## config.mk

```make
export PLATFORM = sky130hd
export DESIGN_NAME = video_mixer_gen
export DESIGN_NICKNAME = d
export VERILOG_FILES = /design/src/rtl/video_mixer_gen.sv
export SDC_FILE = /design/constraint.sdc
export NUM_CORES = 1
export LEC_CHECK = 0
export CORE_ASPECT_RATIO = 0.75
export CORE_UTILIZATION = 56
export CTS_BUF_LIST = sky130_fd_sc_hd__clkbuf_4
export CTS_CLUSTER_SIZE = 30
export DETAILED_ROUTE_END_ITERATION = 12
export PLACE_DENSITY_LB_ADDON = 0.08
export RECOVER_POWER = 100
export SLEW_MARGIN = 15
export SYNTH_ARGS = -nofsm -noshare
export SYNTH_HDL_FRONTEND = slang
export SYNTH_SLANG_ARGS = --single-unit
```

## constraint.sdc

```tcl
create_clock -name CLK_VIDEO -period 3.1 [get_ports CLK_VIDEO]
set_input_delay 0.775 -clock CLK_VIDEO [delete_from_list [all_inputs] [get_ports CLK_VIDEO]]
set_output_delay 0.775 -clock CLK_VIDEO [all_outputs]
set_load 0.005 [all_outputs]
```

## src/rtl/video_mixer_gen.sv

```systemverilog
// video_mixer_gen: parametrised RGB output mixer between core video and the
// HDMI/VGA output stage, one instance per video path.
//
// Ports:
//   CLK_VIDEO            video clock, single domain
//   RESET_N              synchronous active-low reset
//   ce_pix               pixel clock-enable (or pixel clock at CLK_VIDEO rate)
//   R, G, B [CW-1:0]     input colour
//   HSync, VSync         positive sync pulses
//   HBlank, VBlank       positive blanking
//   FREEZE               asynchronous freeze request, applied at frame start
//   SL_MODE [1:0]        scanline dim: 0 off, 1 25%, 2 50%, 3 75%
//   CE_PIXEL             registered output pixel enable
//   VGA_R/G/B [7:0]      output colour
//   VGA_HS/VS/DE         output syncs and data enable
//
// Parameters: CW (1..8) input bits per channel, SL_EN (1 = scanlines present).
// Build option: define VIDEO_MIXER_GEN_BLANK_EN to zero colour during blanking.

module video_mixer_gen #(
    parameter int CW    = 8,
    parameter int SL_EN = 1
) (
    input  logic          CLK_VIDEO,
    input  logic          RESET_N,
    input  logic          ce_pix,
    input  logic [CW-1:0] R,
    input  logic [CW-1:0] G,
    input  logic [CW-1:0] B,
    input  logic          HSync,
    input  logic          VSync,
    input  logic          HBlank,
    input  logic          VBlank,
    input  logic          FREEZE,
    input  logic [1:0]    SL_MODE,
    output logic          CE_PIXEL,
    output logic [7:0]    VGA_R,
    output logic [7:0]    VGA_G,
    output logic [7:0]    VGA_B,
    output logic          VGA_HS,
    output logic          VGA_VS,
    output logic          VGA_DE
);

    // Bit replication: output bit 7-i takes input bit CW-1-(i mod CW),
    // so the CW-bit pattern repeats MSB-first and is truncated to 8 bits.
    logic [7:0] r_x, g_x, b_x;

    for (genvar i = 0; i < 8; i++) begin : g_exp
        assign r_x[7-i] = R[CW-1-(i%CW)];
        assign g_x[7-i] = G[CW-1-(i%CW)];
        assign b_x[7-i] = B[CW-1-(i%CW)];
    end

    // Stage-1 registers
    logic [7:0] r1, g1, b1;
    logic       hde, vde, hs, vs;

    // Edge history and frame state
    logic       old_vs, old_hs, old_ce, old_hde;
    logic       fs_osc, ce_osc, parity;
    logic       frz_m, frz_s, frz;
    logic [1:0] sl_mode;

    logic vs_rise, hs_rise, sl_on;

    assign vs_rise = vs & ~old_vs;
    assign hs_rise = hs & ~old_hs;
    assign sl_on   = (SL_EN != 0) && parity;

    function automatic logic [7:0] dim(input logic [7:0] c,
                                       input logic [1:0] m);
        logic [7:0] d;
        case (m)
            2'd1:    d = c - (c >> 2);
            2'd2:    d = c >> 1;
            2'd3:    d = c >> 2;
            default: d = c;
        endcase
        return d;
    endfunction

    logic [7:0] r_o, g_o, b_o;

    always_comb begin
        r_o = frz ? 8'd0 : r1;
        g_o = frz ? 8'd0 : g1;
        b_o = frz ? 8'd0 : b1;
        if (sl_on) begin
            r_o = dim(r_o, sl_mode);
            g_o = dim(g_o, sl_mode);
            b_o = dim(b_o, sl_mode);
        end
`ifdef VIDEO_MIXER_GEN_BLANK_EN
        if (!(vde & hde)) begin
            r_o = 8'd0;
            g_o = 8'd0;
            b_o = 8'd0;
        end
`endif
    end

    // Input stage and frame-aligned control state
    always_ff @(posedge CLK_VIDEO) begin
        if (!RESET_N) begin
            r1       <= 8'd0;
            g1       <= 8'd0;
            b1       <= 8'd0;
            hde      <= 1'b0;
            vde      <= 1'b0;
            hs       <= 1'b0;
            vs       <= 1'b0;
            old_vs   <= 1'b0;
            old_hs   <= 1'b0;
            old_ce   <= 1'b0;
            fs_osc   <= 1'b0;
            ce_osc   <= 1'b0;
            parity   <= 1'b0;
            frz_m    <= 1'b0;
            frz_s    <= 1'b0;
            frz      <= 1'b0;
            sl_mode  <= 2'd0;
            CE_PIXEL <= 1'b0;
        end else begin
            r1     <= r_x;
            g1     <= g_x;
            b1     <= b_x;
            hde    <= ~HBlank;
            vde    <= ~VBlank;
            hs     <= HSync;
            vs     <= VSync;
            old_vs <= vs;
            old_hs <= hs;
            old_ce <= ce_pix;
            frz_m  <= FREEZE;
            frz_s  <= frz_m;

            // fs_osc set: ce_pix toggled last frame, so it is a clock and
            // only its rising edges count; otherwise it is used as a level.
            CE_PIXEL <= fs_osc ? (~old_ce & ce_pix) : ce_pix;

            if (vs_rise) begin
                fs_osc  <= ce_osc;
                ce_osc  <= 1'b0;
                frz     <= frz_s;
                sl_mode <= SL_MODE;
                parity  <= 1'b0;
            end else begin
                if (ce_pix != old_ce) ce_osc <= 1'b1;
                if (hs_rise) parity <= ~parity;
            end
        end
    end

    // Output stage, advanced only on CE_PIXEL
    always_ff @(posedge CLK_VIDEO) begin
        if (!RESET_N) begin
            VGA_R   <= 8'd0;
            VGA_G   <= 8'd0;
            VGA_B   <= 8'd0;
            VGA_HS  <= 1'b0;
            VGA_VS  <= 1'b0;
            VGA_DE  <= 1'b0;
            old_hde <= 1'b0;
        end else if (CE_PIXEL) begin
            VGA_R   <= r_o;
            VGA_G   <= g_o;
            VGA_B   <= b_o;
            VGA_HS  <= hs;
            VGA_VS  <= vs;
            old_hde <= hde;
            // DE only moves at horizontal blank boundaries
            if (old_hde != hde) VGA_DE <= vde & hde;
        end
    end

endmodule

```

==> flow_summary.toml <==
[grt]
antenna_found_initial = 0
grt_usage = 0.309
grt_max_degree = 52
grt_overflow = 0
grt_pass1_wl_um = 18800
grt_pass1_vias = 3726

[yosys]
syn_area_per_cell_um2 = 7.79
synth_area_mm2 = 0.00415
synth_seq_cells = 68
synth_fa_ha_area_frac = 0.0148
synth_xor_area_frac = 0.0253
synth_compound_area_frac = 0.268
synthMuxAreaShare = 0.0413
synth_cells = 532
yosys_warnings = 0
synth_top_area_share = 0.328
dominantRegCellSynth = "dfxtp_1"
async_reset_ff_frac = 0
synth_seq_area_share = 0.328
synth.distinct_cells = 68
synth_top_cell_by_area = "dfxtp_1"
syn_nets = 570
synthSimpleGateAreaFrac = 0.248
synth_area_leaders = "dfxtp_1, and2_1, o21ai_0"
synth_edf_count = 0
synth_top_family_by_area = "compound AO/OA/AOI/OAI gates"

[floorplan]
coreArea_mm2 = 0.00699
dieArea_mm2 = 0.00776
die_height_um = 76.5
num_io_pins = 62
initial_core_util = 0.593
die_w_um = 101
rows = 26

[worst_setup_path]
rr_endpoint = "VGA_B[6]$_SDFFE_PN0P_"
worstSetupPathType = "register to register"
worstPathCellList = "inv_1 > nand2_1 > or2_2 > ha_1 > o32ai_1 > a21oi_2 > a21oi_1 > o2111ai_1 > a32o_1"
arrival_ps = 3000
worstSetupStartpointType = "register"
slowest_stage = "inv_1"
crit_path_max_incr_delay_ps = 430
critPathMaxFanout = 17
r2r_slack_ps = 450
r2r-start = "frz$_SDFFE_PN0P_"
reg2reg_depth = 9
cp.required_ps = 3450
end_kind = "register"

[worst_hold_path]
hold_end = "frz_s$_SDFF_PN0_"
hp-class = "register to register"
hold_depth = 1
hp-start = "frz_m$_SDFF_PN0_"

[cells_and_area]
fin_area_mm2 = 0.00483
seq_area_mm2 = 0.00136
drive_above_1_share = 0.0636
fin_nets = 599
multiInputGateArea_mm2 = 0.00246
area_growth_pct = 16.6
antenna_cells = 0
utilization = 0.691
n_fill_cell = 575
fin_cells = 664

[detailed_routing]
drc = 0
drtIter0Drc = 341
viasPerCell = 6.10
ant_nets = 0
drt_first_pass_iters = 6
vias = 4052
avgRoutedWirePerCell_um = 17.2
wl_um = 11400

[placed_design]
dp_cells = 648
place_area_mm2 = 0.00469
place_hpwl_um = 7690
place_congestion = 0.955
pre_cts_slack_ps = 808
io_buffers = 61

[sta]
hold_viol_final = 0
fmax_mhz = 377
fin_ws_ps = 448
worst_pin_slew_ps = 760
setup_tns_ps = 0
fin_crit_ps = 2650
slew_headroom = 0.493
rsz0062_at_grt = "false"
hold_ws_ps = 428
final_max_slew_viol_count = 0
fin_crit_sh = 0.855
finClkSkew_ps = 16.7
setup_viol = 0

[clock_tree]
root_buffer = "clkbuf_4"
post_cts_buffers = 0
clkSlewWorstSetupHoldPaths_ps = 130
cts_buffers = 9
htreeDepth = 3
cts.path.max_buffers = 2
clock_sinks = 68
cts_tree = "done"
insertion_delay_ps = 440
cts_hold_buf = 0
cts_resized = 0

[status]
outcome = "finished clean"

[flow_run]
max_cap_viol_count = 0

[power_and_ir_drop]
irDropWorstVdd_uv = 272
powerDensity_mw_per_mm2 = 422
finalPower_mw = 2.04
leakage_nw = 1.78
## state kept, by name (all words and copies together) (netlist names), 2 cells and up
signal   flops
VGA_B        8
r1           8
g1           8
b1           8
VGA_G        8
VGA_R        8
sl_mode      2
## routing by layer
metal  track usage  vias to the layer above  share of wire
met5             0                        -              0
met4        0.0913                        0         0.0089
met3        0.0798                       13           0.10
met2         0.454                      223           0.44
met1         0.442                     1873           0.45
li1              -                     1943              -
## Yosys cell counts (3+ instances only)
library cell / count
and2_1: 37
xor2_1: 4
nor3_1: 5
dfxtp_1: 68
clkbuf_1: 21
nand3_1: 16
o21ai_1: 5
nand2b_1: 14
o21a_1: 4
a21oi_1: 38
o2bb2ai_1: 8
ha_1: 4
o21ai_0: 45
o311ai_0: 3
a21boi_0: 4
nand2_1: 35
xnor2_1: 8
a32o_1: 3
nor3b_1: 4
nor2b_1: 25
mux2i_1: 16
a221oi_1: 3
a31oi_1: 9
buf_4: 3
or2_2: 3
inv_1: 13
buf_2: 22
o221ai_1: 3
and3_1: 5
buf_1: 4
nor2_1: 42
o211ai_1: 8
## cell usage in the layout, fill, tap and decap left out, drive strengths merged, types with 4 or more instances in the layout
cell type / synthesis / routed
nand2b: 14 / 14
nor3: 5 / 5
mux2i: 16 / 16
nor2b: 27 / 27
o21a: 4 / 4
nand2: 35 / 35
dlygate4sd3: 0 / 29
dfxtp: 68 / 68
inv: 15 / 17
xnor2: 8 / 8
nor2: 42 / 42
buf: 31 / 8
o21ai: 51 / 51
o2bb2ai: 8 / 8
nor3b: 4 / 4
a21oi: 40 / 40
and3: 5 / 5
nand3: 16 / 16
xor2: 4 / 4
a221oi: 4 / 4
clkdlybuf4s50: 0 / 31
ha: 4 / 4
clkbuf: 21 / 11
a21boi: 5 / 5
and2: 37 / 37
a31oi: 9 / 9
o211ai: 8 / 8
## power breakdown
part	internal (mW)	leakage, nW	switching, mW
sequential	0.919	0.560	0.0689
clock	0.332	0.0869	0.357
combinational	0.180	1.13	0.184
## worst max path at each step
stage	from	to	slack, ps	cells past startpoint
2_1_floorplan	frz$_SDFFE_PN0P_	VGA_B[6]$_SDFFE_PN0P_	950	10
3_3_place_gp	frz$_SDFFE_PN0P_	VGA_B[6]$_SDFFE_PN0P_	870	9
3_5_place_dp	frz$_SDFFE_PN0P_	VGA_B[6]$_SDFFE_PN0P_	810	9
4_1_cts	frz$_SDFFE_PN0P_	VGA_B[6]$_SDFFE_PN0P_	760	9
5_1_grt	frz$_SDFFE_PN0P_	VGA_B[6]$_SDFFE_PN0P_	350	9
6_report	frz$_SDFFE_PN0P_	VGA_B[6]$_SDFFE_PN0P_	450	9
## final cells by class
cell class,count,area share
inverter,15,0.0116
tap,98,0.0254
timing repair buffer,70,0.138
sequential,68,0.282
multi-input combinational,397,0.509
clock buffer,9,0.0140
clock inverter,7,0.0205
## logic make-up (layout without fill, tap and decap cells)
group	after synthesis	after routing
DFF	68	68
buffers and inverters	67	101
xor gates and xnor gates	12	12
adders and majority gates	5	5
muxes	17	17
AOI/OAI and AO/OA	167	167
and+or+nand+nor	196	196
## worst max-delay path: cells and delay by family, from the launching register on
family	cells	cell delay [ps]
flip-flops	1	330
AO/OA/AOI/OAI	5	1080
AND/OR/NAND/NOR	2	500
buffers and inverters	1	430
adder cells (fa/ha/maj)	1	220
No activity file was read; power rests on OpenSTA's default activity.
